**src/rtl/reg_wb_stage.sv**
```systemverilog
// reg_wb_stage -- write-back stage of the pipeline.
// Holds one retiring instruction and drives the register-file write port.
// A non-load retires one cycle after it is accepted. A load retires once its
// data is back; the stage stalls (mem_ready = 0) until ld_valid arrives.
//
// Ports
//   clk, rst          clock, synchronous active-high reset
//   mem_valid/ready   handshake with the memory-access stage
//   mem_ir            instruction slice {Rc[14:10], Ra[9:5], Rb[4:0]}
//   mem_wr_en         instruction writes Rc
//   mem_is_load       instruction is LD/LDR
//   mem_result        ALU result / PC+4 for non-loads
//   ld_valid, ld_data load data returned from data memory
//   we, wa, wd        register-file write port (wa[5] is always 0)
//   ir_wb             held instruction (7FFF when the stage is empty)
//   opcode_ld_ldr_wb  held instruction is a load
//   wb_bypass         bypass value, equal to wd
//   wb_stall          waiting on load data
//   ld_err            sticky flag: ld_valid seen with no load to receive it
//   retire_cnt        WRITE-cycle counter
//   ld_wait_cnt       WAIT_LD-cycle counter
//
// Configuration macro: WB_PERF_CNT_EN enables the two performance counters;
// when it is undefined both counters read 0 and the ports stay in place.
module reg_wb_stage (
  input  logic        clk,
  input  logic        rst,
  input  logic        mem_valid,
  output logic        mem_ready,
  input  logic [14:0] mem_ir,
  input  logic        mem_wr_en,
  input  logic        mem_is_load,
  input  logic [31:0] mem_result,
  input  logic        ld_valid,
  input  logic [31:0] ld_data,
  output logic        we,
  output logic [5:0]  wa,
  output logic [31:0] wd,
  output logic [14:0] ir_wb,
  output logic        opcode_ld_ldr_wb,
  output logic [31:0] wb_bypass,
  output logic        wb_stall,
  output logic        ld_err,
  output logic [31:0] retire_cnt,
  output logic [31:0] ld_wait_cnt
);

  localparam int unsigned DATA_W = 32;
  localparam int unsigned IR_W   = 15;
  localparam int unsigned REG_W  = 5;

  typedef enum logic [1:0] {
    S_EMPTY   = 2'd0,
    S_WRITE   = 2'd1,
    S_WAIT_LD = 2'd2
  } state_t;

  state_t              r_state;
  logic [DATA_W-1:0]   r_data;
  logic [IR_W-1:0]     r_ir;
  logic                r_wr_en;
  logic                r_is_load;
  logic                r_ld_err;

  logic                w_accept;
  logic                w_ld_stray;
  logic [REG_W-1:0]    w_rc;
  logic                w_in_write;

  assign w_accept   = mem_valid && mem_ready;
  // Load data is only expected while a load waits or is being accepted.
  assign w_ld_stray = ld_valid && (r_state != S_WAIT_LD) && !(w_accept && mem_is_load);
  assign w_rc       = r_ir[14:10];
  assign w_in_write = (r_state == S_WRITE);

  // State machine and instruction/data holding registers.
  always_ff @(posedge clk) begin
    if (rst) begin
      r_state   <= S_EMPTY;
      r_data    <= '0;
      r_ir      <= '0;
      r_wr_en   <= 1'b0;
      r_is_load <= 1'b0;
      r_ld_err  <= 1'b0;
    end else begin
      if (w_accept) begin
        r_ir      <= mem_ir;
        r_wr_en   <= mem_wr_en;
        r_is_load <= mem_is_load;
        if (!mem_is_load) begin
          r_data  <= mem_result;
          r_state <= S_WRITE;
        end else if (ld_valid) begin
          r_data  <= ld_data;
          r_state <= S_WRITE;
        end else begin
          r_state <= S_WAIT_LD;
        end
      end else begin
        case (r_state)
          S_WAIT_LD: begin
            if (ld_valid) begin
              r_data  <= ld_data;
              r_state <= S_WRITE;
            end
          end
          S_WRITE: r_state <= S_EMPTY;
          default: r_state <= S_EMPTY;
        endcase
      end
      if (w_ld_stray) begin
        r_ld_err <= 1'b1;
      end
    end
  end

  // Outputs decode the registered state only (no input-to-output paths).
  assign mem_ready        = (r_state != S_WAIT_LD);
  assign we               = w_in_write && r_wr_en && (w_rc != 5'd31);
  assign wa               = {1'b0, w_rc};
  assign wd               = w_in_write ? r_data : '0;
  assign wb_bypass        = wd;
  // Rc = 31 in the empty state so hazard logic never matches a live register.
  assign ir_wb            = (r_state == S_EMPTY) ? 15'h7FFF : r_ir;
  assign opcode_ld_ldr_wb = (r_state != S_EMPTY) && r_is_load;
  assign wb_stall         = (r_state == S_WAIT_LD);
  assign ld_err           = r_ld_err;

`ifdef WB_PERF_CNT_EN
  logic [31:0] r_retire_cnt;
  logic [31:0] r_ld_wait_cnt;

  // Free-running performance counters; wrap naturally at 2^32.
  always_ff @(posedge clk) begin
    if (rst) begin
      r_retire_cnt  <= '0;
      r_ld_wait_cnt <= '0;
    end else begin
      if (r_state == S_WRITE) begin
        r_retire_cnt <= r_retire_cnt + 32'd1;
      end
      if (r_state == S_WAIT_LD) begin
        r_ld_wait_cnt <= r_ld_wait_cnt + 32'd1;
      end
    end
  end

  assign retire_cnt  = r_retire_cnt;
  assign ld_wait_cnt = r_ld_wait_cnt;
`else
  assign retire_cnt  = '0;
  assign ld_wait_cnt = '0;
`endif

endmodule

```
**config.mk**
```make
export PLATFORM = sky130hd
export DESIGN_NAME = reg_wb_stage
export DESIGN_NICKNAME = d
export VERILOG_FILES = /design/src/rtl/reg_wb_stage.sv
export SDC_FILE = /design/constraint.sdc
export NUM_CORES = 1
export LEC_CHECK = 0
export ABC_AREA = 1
export CAP_MARGIN = 25
export CORE_MARGIN = 2
export CORE_UTILIZATION = 38
export CTS_CLUSTER_SIZE = 14
export DETAILED_ROUTE_END_ITERATION = 16
export PLACE_DENSITY = 0.91
export SLEW_MARGIN = 20
export SYNTH_ARGS = -nofsm -noshare
export SYNTH_HDL_FRONTEND = slang
export SYNTH_SLANG_ARGS = --single-unit
export TNS_END_PERCENT = 30
```
**constraint.sdc**
```tcl
create_clock -name clk -period 1.3 [get_ports clk]
set_input_delay 0.13 -clock clk [delete_from_list [all_inputs] [get_ports clk]]
set_output_delay 0.13 -clock clk [all_outputs]
set_load 0.03 [all_outputs]
```
==> Implementation_results.wiki <==
{| class="wikitable"
! Metric !! Value
|-
| Pins Over Slew Limit || 0
|-
| Maxcap violations || 0
|-
| I/O Buffers || 173
|-
| Maximum clock rate || 631.1 MHz
|-
| Final Setup Violations || 83
|-
| Hold_buf cts || 0
|-
| Die area || 11080 um^2
|-
| Initial core utilization || 39.49%
|-
| Wire length on met2 || 6284 um
|-
| Largest net degree at the start of global routing || 26
|-
| Kind of capture point of the worst setup path || output port
|-
| Clock network latency to the later pin of the worst-skew pair || 310 ps
|-
| Synth Warn # || 0
|-
| Data required time of the critical path || 1170 ps
|-
| Global route total overflow || 0
|-
| Delay-heaviest family, CP || buffers and inverters
|-
| Die X-Extent || 105.2 um
|-
| R2r setup slk || 20 ps
|-
| Max VDD drop || 0.4938 mV
|-
| Clk sinks || 52
|-
| CTS H-Tree Depth || 2
|-
| Number of violations reported at the end of detailed-routing iteration 0 || 191
|-
| Via density || 4.576
|-
| Vias in the first global route || 3862
|-
| Post-layout minimum cycle time || 1585 ps
|-
| Setup CP Type || register to output port
|-
| Buffers from clock root to sink, at most || 2
|-
| Final period util || 121.9%
|-
| Detailed route wirelength on metal3 || 812 um
|-
| Cell area power density || 782.1 nW/um^2
|-
| Crit-path cells || nor2_4, clkinv_4, buf_12, nor2_4, buf_6
|-
| Library cell appearing most often on the critical path || sky130_fd_sc_hd__nor2_4
|-
| I/O pin count || 239
|-
| Routed length per placed instance || 13.59 um
|-
| Library cells used by synthesis || 28
|-
| Final Non-Filler Cells || 890
|-
| Final weighted congestion of routability-driven global placement || 0.7944
|-
| Sum of negative setup slack || -19010 ps
|-
| Total track usage || 20.37%
|-
| Post-route clock skew || 10.84 ps
|-
| Static Leak || 2.886 nW
|-
| Vias || 4073
|-
| TritonCTS clock tree || done
|-
| Setup repair after global routing missed its margin || true
|-
| Length of the first detailed-routing pass in iterations || 5
|-
| Highest net fanout along the worst path || 12
|-
| Total clock buffers created by CTS || 5
|-
| Die outline height || 105.2 um
|-
| Sequential element share of the synthesized area || 26.73%
|-
| Utilization of the core after routing || 61.05%
|-
| Std cell rows || 36
|-
| Remaining number of nets flagged by the antenna check after routing || 0
|-
| Startpoint Class || register
|-
| Antenna violations before repair || 1
|-
| DP Wirelength || 8600 um
|-
| First-pass GRT wire length || 18350 um
|-
| Violated checks || setup timing
|-
| Number of placed instances with taps included || 874
|-
| Area added between synthesis and finish || 54.61%
|-
| Core Footprint || 9864 um^2
|-
| Post-CTS clock slew at the launch and capture registers of the worst setup and hold paths || 110 ps
|-
| Worst Slack Setup Final || -284.6 ps
|-
| Path class of the lowest-slack min-delay path || input pin to register
|-
| Area of the mapped netlist || 3895 um^2
|-
| DRC violations left || 0
|-
| Fillcell total || 844
|-
| Routed met1 length || 4668 um
|-
| Nets@finish || 840
|-
| Flip-flop and latch count after synthesis || 52
|-
| CP Data Arrival Time || 1450 ps
|-
| Number of buffers and inverters on the critical path || 3
|-
| Fin. Hold Viols || 0
|-
| Max incr delay on CP || 380 ps
|-
| Slowest cell on the critical path || sky130_fd_sc_hd__dfxtp_4
|-
| Post-synthesis cell count || 611
|-
| Root cell of the clock tree || sky130_fd_sc_hd__clkbuf_8
|-
| Post-synthesis area per instance || 6.375 um^2
|-
| Run status || complete, but fails checks
|-
| Fraction of layout cells with a size suffix above 1 || 25.66%
|-
| Max layer used || met4
|-
| Dpl ws || -143.8 ps
|-
| Total wire length after detailed routing || 12090 um
|}
## tightest hold or removal path, stage by stage
cell and delay (ps):
sky130_fd_sc_hd__buf_2 160, sky130_fd_sc_hd__nand4_1 130, sky130_fd_sc_hd__nand3_1 90, sky130_fd_sc_hd__nand2_1 50
## report_power, final
group | internal, W | total [W] | switching (W)
Clock | 0.000395 | 0.00101 | 0.000620
Combinational | 0.000774 | 0.00189 | 0.00112
Sequential | 0.00172 | 0.00180 | 0.0000835
Total | 0.00289 | 0.00471 | 0.00182
## metal layers
metal / track usage, % / vias to the layer above
li1: - / 2015
met1: 23.40 / 1860
met2: 36.73 / 176
met3: 3.587 / 22
met4: 8.857 / 0
met5: 0 / -
## synthesized netlist by cell type
cell	n	share of area, %
sky130_fd_sc_hd__nand2_1	125	12
sky130_fd_sc_hd__buf_4	105	20
sky130_fd_sc_hd__inv_1	79	7.6
sky130_fd_sc_hd__nor2_1	69	6.6
sky130_fd_sc_hd__dfxtp_1	52	27
sky130_fd_sc_hd__nand3_1	44	5.7
sky130_fd_sc_hd__nand4_1	32	5.1
sky130_fd_sc_hd__o21ai_0	31	4.0
sky130_fd_sc_hd__buf_2	15	1.9
sky130_fd_sc_hd__or2_2	15	2.4
sky130_fd_sc_hd__o21a_1	12	2.3
sky130_fd_sc_hd__clkbuf_1	10	0.96
sky130_fd_sc_hd__buf_6	4	1.2
sky130_fd_sc_hd__a21oi_1	3	0.39
sky130_fd_sc_hd__nand2_2	2	0.32
sky130_fd_sc_hd__a31oi_1	1	0.16
sky130_fd_sc_hd__and3_1	1	0.16
sky130_fd_sc_hd__buf_1	1	0.096
sky130_fd_sc_hd__clkbuf_2	1	0.13
sky130_fd_sc_hd__clkinv_1	1	0.096
sky130_fd_sc_hd__conb_1	1	0.096
sky130_fd_sc_hd__inv_2	1	0.096
sky130_fd_sc_hd__inv_4	1	0.16
sky130_fd_sc_hd__nand2_4	1	0.29
sky130_fd_sc_hd__nand2_8	1	0.51
sky130_fd_sc_hd__nand3_2	1	0.26
sky130_fd_sc_hd__nor2_4	1	0.29
sky130_fd_sc_hd__o21ai_1	1	0.13
## registers in the layout, indices dropped and copies added (netlist names)
| name | flops |
|---|---|
| ld_err | 1 |
| r_data | 32 |
| r_ir | 15 |
| r_is_load | 1 |
| r_state | 2 |
| r_wr_en | 1 |
## cell type report
type	instances	area, um^2	share of cell area, %
Clock inverter	3	25.02	0.4155
Multi-Input combinational cell	405	2158	35.84
Inverter	82	325.3	5.402
Clock buffer	5	68.82	1.143
Sequential cell	52	1046	17.37
Antenna cell	1	2.502	0.04155
Tap cell	133	166.4	2.763
Timing Repair Buffer	209	2230	37.02
## cells by family (layout without fill, tap and decap cells)
group | Yosys count | after routing | share of synthesized area [%]
other cells | 1 | 66 | 0.09628
simple gates | 292 | 292 | 33.73
flops | 52 | 52 | 26.73
compound gates | 48 | 48 | 6.971
buf+inv | 218 | 299 | 32.48
## per-stage QoR
| stage | hold WS [ps] | instance area [um^2] | power (W) |
|---|---|---|---|
| after detailed placement | 438.8 | 5443 | 0.003551 |
| after floorplan | 202.4 | 4372 | 0.003118 |
| after global placement | 436.2 | 5443 | 0.003522 |
| after global routing | 310.7 | 6020 | 0.004951 |
| final | 280.6 | 6022 | 0.004710 |
| after CTS | 252.8 | 5789 | 0.004633 |
## timing repair
action	CTS	global route
setup endpoints to repair	137	131
gates cloned	1	1
pin swaps	4	2
resized for setup	67	50
setup buffers	2	4
## placed cells by master (no fill, tap or decap), types with 2 or more instances in the layout
| cell | Yosys | final |
|---|---|---|
| sky130_fd_sc_hd__nor2_1 | 69 | 34 |
| sky130_fd_sc_hd__inv_6 | 0 | 3 |
| sky130_fd_sc_hd__nand3_1 | 44 | 44 |
| sky130_fd_sc_hd__nor2_4 | 1 | 36 |
| sky130_fd_sc_hd__nand2_4 | 1 | 2 |
| sky130_fd_sc_hd__or2_4 | 0 | 9 |
| sky130_fd_sc_hd__buf_6 | 4 | 71 |
| sky130_fd_sc_hd__buf_2 | 15 | 2 |
| sky130_fd_sc_hd__dfxtp_1 | 52 | 50 |
| sky130_fd_sc_hd__o21a_1 | 12 | 12 |
| sky130_fd_sc_hd__buf_12 | 0 | 12 |
| sky130_fd_sc_hd__nand2_8 | 1 | 2 |
| sky130_fd_sc_hd__clkdlybuf4s15_1 | 0 | 2 |
| sky130_fd_sc_hd__buf_4 | 105 | 34 |
| sky130_fd_sc_hd__clkbuf_8 | 0 | 5 |
| sky130_fd_sc_hd__a21oi_1 | 3 | 3 |
| sky130_fd_sc_hd__or2_2 | 15 | 6 |
| sky130_fd_sc_hd__nand4_1 | 32 | 32 |
| sky130_fd_sc_hd__nand2_1 | 125 | 124 |
| sky130_fd_sc_hd__clkdlybuf4s50_1 | 0 | 82 |
| sky130_fd_sc_hd__inv_1 | 79 | 77 |
| sky130_fd_sc_hd__dlygate4sd2_1 | 0 | 3 |
| sky130_fd_sc_hd__o21ai_0 | 31 | 31 |
| sky130_fd_sc_hd__conb_1 | 1 | 65 |
## final timing paths
check | cells past startpoint | end | from
setup / recovery | 5 | wd[17] | r_state[1]
hold reg to reg | 2 | r_data[12] | r_data[12]
setup reg to reg | 7 | r_data[22] | r_state[1]
hold / removal | 4 | r_data[12] | mem_valid
No activity file was read; power rests on OpenSTA's default activity.
